`config.mk`:
```
export PLATFORM = sky130hd
export DESIGN_NAME = wrr_arb_tree
export DESIGN_NICKNAME = d
export VERILOG_FILES = /design/src/rtl/wrr_arb_pkg.sv /design/src/rtl/wrr_arb_tree_out_reg.sv /design/src/rtl/wrr_arb_tree.sv
export SDC_FILE = /design/constraint.sdc
export NUM_CORES = 1
export LEC_CHECK = 0
export ABC_AREA = 1
export CAP_MARGIN = 40
export CORE_AREA = 3 3 131 133
export CTS_BUF_LIST = sky130_fd_sc_hd__clkbuf_2 sky130_fd_sc_hd__clkbuf_4 sky130_fd_sc_hd__clkbuf_8
export DETAILED_ROUTE_END_ITERATION = 12
export DIE_AREA = 0 0 134 136
export GPL_TIMING_DRIVEN = 0
export MAX_ROUTING_LAYER = met4
export PLACE_DENSITY = 0.75
export SYNTH_ARGS = -nofsm -noshare
export SYNTH_HDL_FRONTEND = slang
export SYNTH_SLANG_ARGS = --single-unit
```
`constraint.sdc`:
```
create_clock -name clk_i -period 9.02 [get_ports clk_i]
set_clock_uncertainty 0.05 [all_clocks]
set_input_delay 1.804 -clock clk_i [delete_from_list [all_inputs] [get_ports clk_i]]
set_output_delay 1.804 -clock clk_i [all_outputs]
set_load 0.02 [all_outputs]
```
`src/rtl/wrr_arb_pkg.sv`:
```
// Shared helpers for the weighted round-robin arbiters: index width and the
// wrapped first-one search used for pointer-relative priority.
package wrr_arb_pkg;

    localparam int unsigned MaxIn   = 64;
    localparam int unsigned MaxIdxW = 6;

    function automatic int unsigned idx_width(input int unsigned n);
        return (n <= 1) ? 1 : $clog2(n);
    endfunction

    // Scans start+1, start+2, ... (mod n) with start itself checked last.
    // Returns start when nothing in req[n-1:0] is set.
    function automatic int unsigned wrap_first_one(input logic [MaxIn-1:0] req,
                                                   input int unsigned       n,
                                                   input int unsigned       start);
        int unsigned hit;
        int unsigned idx;
        hit = start;
        for (int k = MaxIn; k > 0; k--) begin
            if (unsigned'(k) <= n) begin
                idx = (start + unsigned'(k)) % n;
                if (req[idx[MaxIdxW-1:0]]) hit = idx;
            end
        end
        return hit;
    endfunction

endpackage

```
`src/rtl/wrr_arb_tree_out_reg.sv`:
```
// One-entry valid/ready pipeline register; full throughput when the consumer
// keeps out_ready_i high.
module arb_out_reg
    import wrr_arb_pkg::*;
#(
    parameter int unsigned Width = 1
) (
    input  logic             clk_i,
    input  logic             rst_i,
    input  logic             flush_i,
    input  logic             in_valid_i,
    output logic             in_ready_o,
    input  logic [Width-1:0] in_data_i,
    output logic             out_valid_o,
    input  logic             out_ready_i,
    output logic [Width-1:0] out_data_o
);

    logic             vld_q, vld_d;
    logic [Width-1:0] data_q, data_d;

    assign in_ready_o  = !vld_q || out_ready_i;
    assign out_valid_o = vld_q;
    assign out_data_o  = data_q;

    always_comb begin
        vld_d  = vld_q;
        data_d = data_q;
        if (flush_i) begin
            vld_d = 1'b0;
        end else if (in_valid_i && in_ready_o) begin
            vld_d  = 1'b1;
            data_d = in_data_i;
        end else if (out_ready_i) begin
            vld_d = 1'b0;
        end
    end

    always_ff @(posedge clk_i or posedge rst_i) begin
        if (rst_i) begin
            vld_q  <= 1'b0;
            data_q <= '0;
        end else begin
            vld_q  <= vld_d;
            data_q <= data_d;
        end
    end

endmodule

```
`src/rtl/wrr_arb_tree.sv`:
```
// Weighted round-robin arbiter: the owner keeps max(weight,1) consecutive
// grants, then ownership moves to the next requester after the pointer.
module wrr_arb_tree
    import wrr_arb_pkg::*;
#(
    parameter int unsigned NumIn       = 8,
    parameter int unsigned DataWidth   = 32,
    parameter int unsigned WeightWidth = 4,
    parameter int unsigned LockIn      = 1,
    parameter int unsigned OutReg      = 0,
    parameter int unsigned IdxWidth    = idx_width(NumIn)
) (
    input  logic                         clk_i,
    input  logic                         rst_i,
    input  logic                         flush_i,
    input  logic [NumIn*WeightWidth-1:0] weight_i,
    input  logic [NumIn-1:0]             req_i,
    output logic [NumIn-1:0]             gnt_o,
    input  logic [NumIn*DataWidth-1:0]   data_i,
    output logic                         req_o,
    input  logic                         gnt_i,
    output logic [DataWidth-1:0]         data_o,
    output logic [IdxWidth-1:0]          idx_o
);

    logic [NumIn-1:0][WeightWidth-1:0] weight;
    logic [NumIn-1:0][DataWidth-1:0]   data;
    logic [MaxIn-1:0]                  req_ext;

    logic [IdxWidth-1:0]    ptr_q, ptr_d, lidx_q, lidx_d, sel;
    logic [WeightWidth-1:0] cnt_q, cnt_d, w_sel;
    logic                   lock_q, lock_d, lock_ok;
    logic                   int_valid, int_ready, hs;

    assign weight = weight_i;
    assign data   = data_i;

    always_comb begin
        req_ext             = '0;
        req_ext[NumIn-1:0]  = req_i;
    end

    // Outputs are forced idle while reset is held, even with OutReg=0.
    assign int_valid = (|req_i) & ~rst_i;
    assign hs        = int_valid && int_ready && !flush_i;
    assign lock_ok   = (LockIn != 0) && lock_q && req_i[lidx_q];
    assign w_sel     = weight[sel];

    always_comb begin
        sel = IdxWidth'(wrap_first_one(req_ext, NumIn, int'(ptr_q)));
        if (lock_ok) begin
            sel = lidx_q;
        end else if (req_i[ptr_q] && cnt_q != '0) begin
            sel = ptr_q;
        end
    end

    always_comb begin
        gnt_o      = '0;
        gnt_o[sel] = hs;
    end

    always_comb begin
        ptr_d  = ptr_q;
        cnt_d  = cnt_q;
        lock_d = lock_q;
        lidx_d = lidx_q;
        if (flush_i) begin
            ptr_d  = '0;
            cnt_d  = '0;
            lock_d = 1'b0;
            lidx_d = '0;
        end else begin
            if (hs) begin
                if (sel == ptr_q && cnt_q != '0) begin
                    cnt_d = cnt_q - WeightWidth'(1);
                end else begin
                    ptr_d = sel;
                    cnt_d = (w_sel == '0) ? '0 : w_sel - WeightWidth'(1);
                end
            end
            lock_d = (LockIn != 0) && int_valid && !int_ready;
            if (lock_d) lidx_d = sel;
        end
    end

    always_ff @(posedge clk_i or posedge rst_i) begin
        if (rst_i) begin
            ptr_q  <= '0;
            cnt_q  <= '0;
            lock_q <= 1'b0;
            lidx_q <= '0;
        end else begin
            ptr_q  <= ptr_d;
            cnt_q  <= cnt_d;
            lock_q <= lock_d;
            lidx_q <= lidx_d;
        end
    end

    generate
        if (OutReg != 0) begin : g_oreg
            logic [DataWidth+IdxWidth-1:0] oq;
            arb_out_reg #(
                .Width(DataWidth + IdxWidth)
            ) u_out_reg (
                .clk_i      (clk_i),
                .rst_i      (rst_i),
                .flush_i    (flush_i),
                .in_valid_i (int_valid),
                .in_ready_o (int_ready),
                .in_data_i  ({data[sel], sel}),
                .out_valid_o(req_o),
                .out_ready_i(gnt_i),
                .out_data_o (oq)
            );
            assign data_o = oq[DataWidth+IdxWidth-1:IdxWidth];
            assign idx_o  = oq[IdxWidth-1:0];
        end else begin : g_comb
            assign int_ready = gnt_i;
            assign req_o     = int_valid;
            assign data_o    = int_valid ? data[sel] : '0;
            assign idx_o     = int_valid ? sel : '0;
        end
    endgenerate

    // A locked requester must keep requesting until it is granted.
    lock_hold_a: assert property (@(posedge clk_i) disable iff (rst_i || flush_i)
        ((LockIn != 0) && lock_q) |-> req_i[lidx_q]);

endmodule

```
==> out/results.txt <==
status - complete, no violations
Die Height - 136 um
Synth Area per Inst - 5.85 sq um
share of post-route cells with drive strength above 1 - 12.8%
Sink Count - 11
EDFF count, synth - 0
H-Tree Depth - 1
initial detailed-routing violation count - 435
crit-path max cell delay - 0.73 ns
first-pass GRT wire length - 38.6 mm
ys async rst share - 100%
Crit Path Class - input port to primary output
Wirelength per Cell - 19.9 um
total CTS buffers - 3
Bufs and invs on worst path - 4
worst hold-check path type - flip-flop to flip-flop
Initial Utilization - 28.2%
grt ovf - 0
Die ar. - 18,200 sq um
stages on the worst setup path - 21
gpl congestion - 0.971
CP startpoint kind - input port
most common cell after layout, fill and taps aside - clkdlybuf4s50_1
Residual DRC - 0
relative slew slack - 56.7%
final period utilization - 81.6%
final hold vios - 0
Synth Instances - 770
CP Data Required Time - 7.17 ns
initial antenna violation count - 4
Mapped Nets - 1,075
Fmax - 0.136 GHz
setup TNS - 0 ns
sequential area share after synthesis - 6.11%
FF+latch count, synth - 11
synth unique cells - 45
Final ANT Viol Nets - 0
Cell Area, Synth - 4500 sq um
fin area - 8260 sq um
clock buffer depth - 2
R2R cell count - 31
synth-to-layout area growth - 83.6%
vias per inst - 5.04
CTS root buf - clkbuf_8
clock slew at reported path FFs - 0.05 ns
Filler cells - 1,621
Placed Instance Area - 8210 sq um
# hold bufs at CTS - 0
vias in the first global route - 6,584
Setup Viol. Count Final - 0
Vias - 6,739
Post-CTS Resized - 0
port bufs - 343
most used cell, CP - nand2_1
final wirelength - 26.6 mm
Synth Warn # - 0
post-route minimum period - 7.36 ns
CTS tree - done
Worst Tran Pin Value - 0.650 ns
Top delay family on crit path - buffers and inverters
Top FF cell, synth - dfrtp_1
Row Count - 46
clk_lat worst skew - 0.24 ns
commonest cells after routing, fill and taps aside - clkdlybuf4s50_1, nand2_1, nor2_1
Die Width - 134 um
Post-DP HPWL - 22.5 mm
fin. max-slew vios - 0
Worst Hold Depth - 2
Setup Fix Bufs, Post-CTS - 0
aggregate global-route resource usage - 28.4%
RSZ-0062 raised after global routing - false
largest net degree at the start of global routing - 13
Crit path arrival time - 5.50 ns
Worst path slowest cell - clkdlybuf4s50_1
fin nets - 1,423
CP cell instances - clkdlybuf4s50_1 -> nand2_1 -> nand3_1 -> nand3_2 -> nand2_1 -> inv_2 -> nand2_1 -> nand2_1 -> nand2_1 -> nand2_1 -> nand2_1 -> nand2_2 -> nand3_1 -> nand3_4 -> nand2_4 -> buf_2 -> nor2_1 -> o21ai_1 -> nand3_1 -> a211oi_2 -> clkdlybuf4s50_1
TritonRoute pass-1 iters - 5
core area - 15,900 sq um
I/O pin count - 344
critical-path maximum fanout - 10
crit end category - primary output
maxcap violations - 0
## cells in the mapped netlist, types with 3 or more instances
cell,number,area (sq um)
a211oi_2,17,213
o22ai_1,65,407
ha_1,5,62.6
inv_1,47,176
o21ai_1,52,260
nor2_1,111,417
a21oi_1,21,105
buf_2,18,90.1
dfrtp_1,11,275
nand2_1,207,777
nand2_4,5,56.3
nor2_4,3,33.8
nand3_1,47,235
clkbuf_1,6,22.5
nor3_1,6,30.0
o21ai_2,5,43.8
mux2i_1,22,220
nor3_2,5,50.1
inv_2,11,41.3
buf_4,5,37.5
buf_6,17,191
nand3_2,14,140
nand2_8,3,60.1
a211oi_1,5,37.5
nand2_2,16,100
o21ai_0,16,80.1
inv_4,5,31.3
## tightest hold or removal path, stage by stage, from the launching register on
cell and delay [ns]:
dfrtp_1 0.34, nand2_1 0.06, nand2_1 0.06
## metrics by stage
stage / utilization [%] / std cells / hold slack, ns / setup WS, ns
CTS: 51.8 / 1333 / 0.439 / 1.68
global placement: 51.5 / 1329 / 0.413 / 1.73
floorplan: - / 770 / 0.399 / 3.28
global route: 51.8 / 1337 / 0.475 / 1.40
finish: 51.8 / 1337 / 0.437 / 1.66
detailed placement: 51.5 / 1329 / 0.426 / 1.69
## final timing paths
| kind | start | end | slack [ns] |
|---|---|---|---|
| max | req_i[4] | data_o[0] | 1.66 |
| min | cnt_q[1] | cnt_q[1] | 0.44 |
| max reg2reg | ptr_q[1] | cnt_q[0] | 5.40 |
| min reg2reg | cnt_q[1] | cnt_q[1] | 0.44 |
| max in group asynchronous | rst_i | ptr_q[1] | 6.78 |
| min in group asynchronous | rst_i | cnt_q[2] | 1.83 |
## cell families after synthesis
family / count (synthesis) / share of synthesized area (%)
AOI/OAI and AO/OA: 186 / 26.8
xor gates and xnor gates: 5 / 1.47
adders and majority gates: 5 / 1.39
buffers and inverters: 114 / 14.6
DFF: 11 / 6.11
muxes: 22 / 4.89
and+or+nand+nor: 427 / 44.7
## final cells by class
type                       count  area [sq um]  area share (%)
multi-input combinational    645          3570            43.2
tap                          216           270            3.27
buffer                        49           397            4.80
inverter                      65           262            3.16
clock buffer                   4          48.8           0.590
antenna                        4          10.0           0.121
timing repair buffer         343          3430            41.5
sequential                    11           275            3.33
## layer usage
metal  GRT usage [%]  up-vias  share of wire, %
met4            5.43        0               2.5
met2            47.5      314                49
li1                -     3308                 -
met1            35.4     3070                41
met5               -        -                 0
met3            6.40       47               8.3
## state kept, by name (all words and copies together) (netlist names)
signal and flops:
cnt_q 4, lidx_q 3, ptr_q 3, lock_q 1
Power is not shown: default switching activity piles up to over one toggle a cycle in this logic, so the estimate is an artifact.
